--- config.mk ---
export PLATFORM = sky130hd
export DESIGN_NAME = vga_write_arbiter_flat
export DESIGN_NICKNAME = d
export VERILOG_FILES = /design/src/rtl/vga_write_arbiter_if.sv /design/src/rtl/vga_write_arbiter.sv /design/src/flat_wrapper.sv
export SDC_FILE = /design/constraint.sdc
export NUM_CORES = 1
export LEC_CHECK = 0
export ABC_AREA = 1
export CELL_PAD_IN_SITES_DETAIL_PLACEMENT = 1
export CELL_PAD_IN_SITES_GLOBAL_PLACEMENT = 2
export CORE_MARGIN = 8
export CORE_UTILIZATION = 33
export CTS_CLUSTER_SIZE = 10
export DETAILED_ROUTE_END_ITERATION = 16
export DONT_BUFFER_PORTS = 1
export GPL_ROUTABILITY_DRIVEN = 1
export GPL_TIMING_DRIVEN = 0
export PLACE_DENSITY = 0.91
export SYNTH_ARGS = -nofsm -noshare
export SYNTH_HDL_FRONTEND = slang
export SYNTH_SLANG_ARGS = --single-unit
--- constraint.sdc ---
create_clock -name clk -period 2.36 [get_ports clk]
set_clock_uncertainty 0.15 [all_clocks]
set_input_delay 0.472 -clock clk [delete_from_list [all_inputs] [get_ports clk]]
set_output_delay 0.472 -clock clk [all_outputs]
set_load 0.02 [all_outputs]
--- src/rtl/vga_write_arbiter_if.sv ---
// vga_write_arbiter_if: drawer-side request/pixel lanes and adapter-side outputs of the VGA write arbiter
//   master: drives req, wr_x, wr_y, wr_color, wr_en; observes grant, VGA_*, collision, timeout
//   slave : the arbiter
interface vga_write_arbiter_if #(
  parameter int NUM_REQ     = 4,
  parameter int nX          = 10,
  parameter int nY          = 9,
  parameter int COLOR_DEPTH = 9
);
  logic [NUM_REQ-1:0]             req;
  logic [NUM_REQ*nX-1:0]          wr_x;
  logic [NUM_REQ*nY-1:0]          wr_y;
  logic [NUM_REQ*COLOR_DEPTH-1:0] wr_color;
  logic [NUM_REQ-1:0]             wr_en;
  logic [NUM_REQ-1:0]             grant;
  logic [nX-1:0]                  VGA_x;
  logic [nY-1:0]                  VGA_y;
  logic [COLOR_DEPTH-1:0]         VGA_color;
  logic                           VGA_write;
  logic                           collision;
  logic                           timeout;
  modport master (
    output req, wr_x, wr_y, wr_color, wr_en,
    input  grant, VGA_x, VGA_y, VGA_color, VGA_write, collision, timeout
  );
  modport slave (
    input  req, wr_x, wr_y, wr_color, wr_en,
    output grant, VGA_x, VGA_y, VGA_color, VGA_write, collision, timeout
  );
endinterface

--- src/rtl/vga_write_arbiter.sv ---
// vga_write_arbiter: round-robin owner of the single VGA adapter write port among NUM_REQ sprite drawers
//   clk, rst : clock, synchronous active-high reset
//   bus      : vga_write_arbiter_if.slave (requests + packed pixel lanes in; grant, VGA_*, collision, timeout out)
//   Optional: define VGA_ARB_TIMEOUT_EN to revoke ownership after MAX_HOLD owned cycles.
module vga_write_arbiter #(
  parameter int NUM_REQ     = 4,
  parameter int nX          = 10,
  parameter int nY          = 9,
  parameter int COLOR_DEPTH = 9,
  parameter int MAX_HOLD    = 4096
) (
  input logic clk,
  input logic rst,
  vga_write_arbiter_if.slave bus
);
  localparam int IW = $clog2(NUM_REQ);
  typedef enum logic {IDLE, OWN} state_t;
  state_t                 state_q, state_d;
  logic [NUM_REQ-1:0]     grant_q, grant_d, elig, fwd;
  logic [IW-1:0]          rr_q, rr_d, win;
  logic                   found;
  logic [nX-1:0]          vga_x_q, vga_x_d;
  logic [nY-1:0]          vga_y_q, vga_y_d;
  logic [COLOR_DEPTH-1:0] vga_color_q, vga_color_d;
  logic                   vga_write_q, vga_write_d;
  logic                   collision_q, collision_d;
`ifdef VGA_ARB_TIMEOUT_EN
  localparam int HW = $clog2(MAX_HOLD + 1);
  logic [HW-1:0]          hold_q, hold_d;
  logic [NUM_REQ-1:0]     mask_q, mask_d;
  logic                   timeout_q, timeout_d;
  // a revoked drawer stays ineligible until it lets go of req once
  assign elig = bus.req & ~mask_q;
`else
  assign elig = bus.req;
`endif
  // round-robin pick: first eligible lane after the last winner, wrapping
  always_comb begin
    found = 1'b0;
    win   = rr_q;
    for (int k = 1; k <= NUM_REQ; k++) begin
      int idx;
      idx = int'(rr_q) + k;
      if (idx >= NUM_REQ) idx -= NUM_REQ;
      if (!found && elig[idx]) begin
        found = 1'b1;
        win   = IW'(idx);
      end
    end
  end
  always_comb begin
    state_d = state_q;
    grant_d = grant_q;
    rr_d    = rr_q;
`ifdef VGA_ARB_TIMEOUT_EN
    mask_d    = mask_q & bus.req;
    timeout_d = 1'b0;
    hold_d    = (state_q == OWN) ? hold_q + HW'(1) : '0;
`endif
    if (state_q == IDLE) begin
      if (found) begin
        grant_d = NUM_REQ'(1) << win;
        rr_d    = win;
        state_d = OWN;
      end
    end else if (!bus.req[rr_q]) begin
      grant_d = '0;
      state_d = IDLE;
    end
`ifdef VGA_ARB_TIMEOUT_EN
    else if (hold_q == HW'(MAX_HOLD - 1)) begin
      grant_d       = '0;
      state_d       = IDLE;
      timeout_d     = 1'b1;
      mask_d[rr_q]  = 1'b1;
    end
`endif
  end
  // only the registered owner's strobe reaches the adapter; any other strobe is a collision
  always_comb begin
    fwd         = bus.wr_en & grant_q;
    vga_write_d = |fwd;
    collision_d = collision_q | |(bus.wr_en & ~grant_q);
    vga_x_d     = vga_x_q;
    vga_y_d     = vga_y_q;
    vga_color_d = vga_color_q;
    for (int i = 0; i < NUM_REQ; i++) begin
      if (fwd[i]) begin
        vga_x_d     = bus.wr_x[i*nX +: nX];
        vga_y_d     = bus.wr_y[i*nY +: nY];
        vga_color_d = bus.wr_color[i*COLOR_DEPTH +: COLOR_DEPTH];
      end
    end
  end
  always_ff @(posedge clk) begin
    if (rst) begin
      state_q     <= IDLE;
      grant_q     <= '0;
      rr_q        <= IW'(NUM_REQ - 1);
      vga_x_q     <= '0;
      vga_y_q     <= '0;
      vga_color_q <= '0;
      vga_write_q <= 1'b0;
      collision_q <= 1'b0;
    end else begin
      state_q     <= state_d;
      grant_q     <= grant_d;
      rr_q        <= rr_d;
      vga_x_q     <= vga_x_d;
      vga_y_q     <= vga_y_d;
      vga_color_q <= vga_color_d;
      vga_write_q <= vga_write_d;
      collision_q <= collision_d;
    end
  end
`ifdef VGA_ARB_TIMEOUT_EN
  always_ff @(posedge clk) begin
    if (rst) begin
      hold_q    <= '0;
      mask_q    <= '0;
      timeout_q <= 1'b0;
    end else begin
      hold_q    <= hold_d;
      mask_q    <= mask_d;
      timeout_q <= timeout_d;
    end
  end
  assign bus.timeout = timeout_q;
`else
  // ownership is unbounded, so a forced revoke can never happen
  assign bus.timeout = (MAX_HOLD < 0);
`endif
  assign bus.grant     = grant_q;
  assign bus.VGA_x     = vga_x_q;
  assign bus.VGA_y     = vga_y_q;
  assign bus.VGA_color = vga_color_q;
  assign bus.VGA_write = vga_write_q;
  assign bus.collision = collision_q;
endmodule

--- src/flat_wrapper.sv ---
// flat-port wrapper written by rule: the top's interface ports become plain ports
module vga_write_arbiter_flat 
#(
  parameter int NUM_REQ     = 4,
  parameter int nX          = 10,
  parameter int nY          = 9,
  parameter int COLOR_DEPTH = 9,
  parameter int MAX_HOLD    = 4096
)
  (clk, rst, bus_req, bus_wr_x, bus_wr_y, bus_wr_color, bus_wr_en, bus_grant, bus_VGA_x, bus_VGA_y, bus_VGA_color, bus_VGA_write, bus_collision, bus_timeout);
  vga_write_arbiter_if #(.NUM_REQ(NUM_REQ), .nX(nX), .nY(nY), .COLOR_DEPTH(COLOR_DEPTH)) bus_i ();
  input logic clk;
  input logic rst;
  input wire logic [$bits(bus_i.req)-1:0] bus_req;
  input wire logic [$bits(bus_i.wr_x)-1:0] bus_wr_x;
  input wire logic [$bits(bus_i.wr_y)-1:0] bus_wr_y;
  input wire logic [$bits(bus_i.wr_color)-1:0] bus_wr_color;
  input wire logic [$bits(bus_i.wr_en)-1:0] bus_wr_en;
  output wire logic [$bits(bus_i.grant)-1:0] bus_grant;
  output wire logic [$bits(bus_i.VGA_x)-1:0] bus_VGA_x;
  output wire logic [$bits(bus_i.VGA_y)-1:0] bus_VGA_y;
  output wire logic [$bits(bus_i.VGA_color)-1:0] bus_VGA_color;
  output wire logic [$bits(bus_i.VGA_write)-1:0] bus_VGA_write;
  output wire logic [$bits(bus_i.collision)-1:0] bus_collision;
  output wire logic [$bits(bus_i.timeout)-1:0] bus_timeout;
  assign bus_i.req = bus_req;
  assign bus_i.wr_x = bus_wr_x;
  assign bus_i.wr_y = bus_wr_y;
  assign bus_i.wr_color = bus_wr_color;
  assign bus_i.wr_en = bus_wr_en;
  assign bus_grant = bus_i.grant;
  assign bus_VGA_x = bus_i.VGA_x;
  assign bus_VGA_y = bus_i.VGA_y;
  assign bus_VGA_color = bus_i.VGA_color;
  assign bus_VGA_write = bus_i.VGA_write;
  assign bus_collision = bus_i.collision;
  assign bus_timeout = bus_i.timeout;
  vga_write_arbiter #(.NUM_REQ(NUM_REQ), .nX(nX), .nY(nY), .COLOR_DEPTH(COLOR_DEPTH), .MAX_HOLD(MAX_HOLD)) u_core (.clk(clk), .rst(rst), .bus(bus_i));
endmodule
Word level (Yosys, flattened, before mapping)
Index checks and enable logic that the tools add are counted.
{ "word_totals": {"inputBits": 122, "register_bits": 37, "out_inout_bits": 35, "word_cells": 88} }
{ "op_classes": {"n_shift": 1, "magnitude_cmp": 9, "addsub": 8, "n_mux": 44, "bitwise_logic": 5, "n_eq_ne": 1, "reduce_logical": 12} }
{ "ops": {"columns": ["op", "count"], "rows": [
  ["$ge A32 B4 Y1 const B", 4],
  ["$lt A32 B4 Y1 const B", 4],
  ["$mux W32", 4],
  ["$sub A32 B4 Y32 const B", 4],
  ["$mux W9", 8],
  ["$mux W10", 4],
  ["$mux W1", 16],
  ["$mux W4", 3],
  ["$bmux W1 S2", 5],
  ["$and A4 B4 Y4", 2],
  ["$mux W2", 4],
  ["$reduce_or A4 Y1", 2],
  ["$add A2 B2 Y3 const B", 2],
  ["$add A2 B3 Y4 const B", 1],
  ["$not A4 Y4", 1],
  ["$reduce_and A2 Y1", 2],
  ["$reduce_bool A4 Y1", 1],
  ["$shl A1 B2 Y4 const A", 1],
  ["$add A2 B1 Y3 const B", 1],
  ["$logic_and A1 B1 Y1", 3],
  ["$logic_not A1 Y1", 3],
  ["$lt A2 B3 Y1 const B", 1],
  ["$ne A2 B2 Y1 const B", 1],
  ["$reduce_bool A2 Y1", 1],
  ["2 further kinds", 2]
]} }

Longest topological paths before layout
{ "logic_depth": {"word_depth": 19, "ltp_mapped": 13} }

Worst setup path after synthesis
Ideal clock, no wire load.
{ "synth_timing": {"path_type": "input -> register", "from": "input bus_wr_en[3]", "to": "register u_core.vga_color_q[0] (netlist: u_core.bus.VGA_color[0])", "path_stages": 7, "arrival_time_ns": 1.354, "setup_slack_ns": 0.786, "setup_ns": 0.070, "path_buffers": 2, "path_cell_list": "nand2_1 nand4_2 inv_1 buf_2 buf_2 a21oi_1 a21oi_1"} }
{ "synth_via": {"elab_chain_len": 2, "elab_cells_between_ends": 3, "cone_classes": "mux: 1; bitwise: 1; reduce/logical: 1"} }
{ "synth_rtl": {"columns": ["element", "line", "source"], "rows": [
  ["start: declaration", "flat_wrapper.sv:18", "input wire logic [$bits(bus_i.wr_en)-1:0] bus_wr_en;"],
  ["$and A4 B4 Y4 *", "vga_write_arbiter.sv:81", "fwd = bus.wr_en & grant_q;"],
  ["$reduce_bool A4 Y1 (no source line) or $mux W9 (tied branches)", null, null],
  ["end signal: assignment", "vga_write_arbiter.sv:111", "vga_color_q <= vga_color_d;"],
  ["end: declaration", "vga_write_arbiter.sv:24", "logic [COLOR_DEPTH-1:0] vga_color_q, vga_color_d;"]
]} }
Every way passes the cells marked *; elsewhere a longest branch is shown, timed or not.
A chain may end at the register's enable or synchronous reset.

Worst setup path after layout
{ "layout_timing": {"from": "register u_core.grant_q[3] (netlist: u_core.bus.grant[3])", "to": "register u_core.vga_y_q[6] (netlist: u_core.bus.VGA_y[6])"} }
{ "layout_via": {"elab_chain_len": 2, "elab_cells_between_ends": 3, "cone_classes": "mux: 1; bitwise: 1; reduce/logical: 1"} }
{ "layout_rtl": {"columns": ["element", "line", "source"], "rows": [
  ["start: declaration", "vga_write_arbiter.sv:19", "logic [NUM_REQ-1:0] grant_q, grant_d, elig, fwd;"],
  ["start signal: assignment", "vga_write_arbiter.sv:107", "grant_q <= grant_d;"],
  ["$and A4 B4 Y4 *", "vga_write_arbiter.sv:81", null],
  ["$reduce_bool A4 Y1 (no source line) or $mux W9 (tied branches)", null, null],
  ["end signal: assignment", "vga_write_arbiter.sv:110", "vga_y_q <= vga_y_d;"],
  ["end: declaration", "vga_write_arbiter.sv:23", "logic [nY-1:0] vga_y_q, vga_y_d;"]
]} }
Marks and branches as above.

==> reports/results.txt <==
FF+latch area -> 741 µm²
max_cap viols -> 0
max-slew violations -> 0
kind of cell adding the most delay to the critical path -> buffers and inverters
total grt overflow -> 0
Slew Limit Headroom -> 62.6%
kind of end point of the critical path -> flip-flop
I/O Buffers -> 0
master of the slowest instance on the critical path -> dfxtp_1
Final nets -> 503
Sink Count -> 37
Max FO, Critical Path -> 10
most common cell after layout, fill and taps aside -> nand3_1
max incr delay on CP -> 0.41 ns
Placer Congestion -> 0.778
WL final -> 10,200 µm
vias in the first global route -> 2,945
setup violators final -> 0
DR DRC count -> 0
core region area -> 0.00757 mm²
initial core utilization -> 33.2%
Vias -> 2,701
Post-Synth Adder-Cell Area -> 0%
mux share of post-synthesis cell area -> 0%
Detailed Place HPWL -> 8190 µm
dpl cell area -> 0.00264 mm²
largest net degree at the start of global routing -> 11
CP startpoint kind -> flip-flop
Pre-antenna DRT Iters -> 4
minimum clock period -> 1.99 ns
die height -> 103 µm
Layout area overhead -> 8.27%
Vias/cell -> 5.58
total power -> 3.43 mW
total track usage -> 19.0%
Skew-Pair Late Insertion Delay -> 0.28 ns
CTS tree -> built
Post-CTS Resized -> 0
Synth Flop Type -> dfxtp_1
Synth Register Bits -> 37
most frequent cells in the layout -> nand3_1, nand2_1, a21oi_1
post-place setup slack -> 0.313 ns
hold_buf cts -> 0
# Post-CTS Setup Buffers -> 0
post-synthesis xor/xnor area fraction -> 0%
Post-Layout Inst Area -> 0.00272 mm²
fmax -> 0.504 GHz
Ys Warns -> 0
Synthesized Nets -> 496
crit path cell chain -> nand2_1, nand4_2, inv_1, buf_2, buf_2, a21oi_1, a21oi_1
Synth Area in Compound Gates -> 28.1%
crit path DAT -> 2.05 ns
number of I/O pins -> 157
Worst-Margin Slew -> 0.562 ns
first-pass GRT wire length -> 15,400 µm
Synth cell types -> 28
antenna violations before repair -> 0
final hold violation count -> 0
Final ANT Viol Nets -> 0
initial DRC count -> 56
clock-pin slew on the worst setup and hold paths -> 0.07 ns
die area -> 0.0107 mm²
outcome -> complete, no violations
Max clock buf depth -> 2
syn avg cell area -> 6.72 µm²
worst setup margin -> 0.375 ns
share of cells above drive strength 1 -> 12.8%
RSZ-0062 raised after global routing -> no
sequential cell area fraction in the yosys report -> 29.5%
WP data required -> 2.43 ns
Num CTS Buffers -> 5
Cell Pwr Density -> 1260 mW/mm²
final-layout fill cell count -> 983
Leakage Power -> 1.15 nW
post-synthesis cell area -> 0.00251 mm²
footprint of the multi-input gates -> 0.00156 mm²
n_diodes -> 0
HP Class -> primary input to flip-flop
root buffer cell -> clkbuf_8
Setup TNS Final -> 0 ns
largest family of logic cells by synthesized area -> simple AND/OR/NAND/NOR gates
CP bufs+invs -> 3
fin crit share -> 84.1%
Final Util -> 35.9%
Rows -> 32
fraction of registers with async set/reset -> 0%
Die X -> 103 µm
H-tree depth -> 2
Mapped Cells -> 374
Post-Synth Simple-Gate Area -> 33.7%
Post-synth EDFFs -> 0
Avg WL per Cell -> 21.1 µm
VDD IR-drop max -> 0.000329 V
CP Class -> flip-flop to flip-flop
[cell usage after synthesis, types with 2 or more instances]
| library cell | instances | area share, % |
|---|---|---|
| nand2_4 | 6 | 2.7 |
| nand3_1 | 70 | 14 |
| buf_6 | 2 | 0.90 |
| nor2_4 | 2 | 0.90 |
| o21ai_0 | 30 | 6.0 |
| buf_2 | 10 | 2.0 |
| nand2_2 | 10 | 2.5 |
| a21oi_2 | 4 | 1.4 |
| nand3_4 | 2 | 1.4 |
| buf_1 | 4 | 0.60 |
| inv_1 | 11 | 1.6 |
| inv_2 | 3 | 0.45 |
| o211ai_1 | 28 | 8.4 |
| nor2_1 | 3 | 0.45 |
| a21oi_1 | 58 | 12 |
| clkbuf_1 | 15 | 2.2 |
| nand2_1 | 69 | 10 |
| dfxtp_1 | 37 | 29 |
[through the flow]
stage	std cells	hold slack [ns]
floorplan	374	0.395
global placement	476	0.454
detailed placement	476	0.468
CTS	484	0.192
global route	484	0.201
finish	484	0.206
[registers in the layout, summed over array words and instances (netlist names)]
signal,flops
u_core.rr_q,2
u_core.bus.VGA_y,9
u_core.bus.VGA_write,1
u_core.bus.grant,4
u_core.bus.VGA_color,9
u_core.bus.VGA_x,10
u_core.bus.collision,1
u_core.state_q,1
[worst paths after layout]
| check | cells past startpoint | to | from | slack [ns] |
|---|---|---|---|---|
| worst max-delay path | 7 | u_core.bus.VGA_y[6] | u_core.bus.grant[3] | 0.37 |
| worst min-delay path | 2 | u_core.bus.VGA_color[1] | bus_wr_color[28] | 0.21 |
| worst max register to register | 7 | u_core.bus.VGA_y[6] | u_core.bus.grant[3] | 0.37 |
| worst min register to register | 2 | u_core.bus.VGA_color[1] | u_core.bus.VGA_color[1] | 0.47 |
[worst reg2reg max path, cell delays in order (launching register included)]
cell and delay (ns):
dfxtp_1 0.41, nand2_1 0.19, nand4_2 0.26, inv_1 0.15
buf_2 0.25, buf_2 0.28, a21oi_1 0.08, a21oi_1 0.14
[power by group]
| group | switching [mW] | internal, mW |
|---|---|---|
| Sequential | 0.327 | 0.809 |
| Clock | 0.226 | 0.210 |
| Combinational | 1.23 | 0.626 |
| Total | 1.78 | 1.64 |
[layer usage]
metal  global-route usage [%]  share of wire, %  vias up
li1                         -                 -     1319
met1                     20.0                38     1274
met2                     34.1                51      101
met3                     7.97                10        7
met4                     4.67               1.0        0
met5                        0                 0        -
[kinds of logic (layout without fill, tap and decap cells)]
family | count (synthesis) | in the layout
and+or+nand+nor | 165 | 165
other | 1 | 1
DFF | 37 | 37
AOI/OAI and AO/OA | 123 | 123
buffers and inverters | 48 | 56
[final cells by class]
cell class / instances / area share, %
sequential: 37 / 27.2
inverter: 16 / 2.30
clock buffer: 8 / 2.94
tap: 102 / 4.69
multi-input combinational: 289 / 57.3
buffer: 32 / 5.57
(Power assumes the default switching activity.)
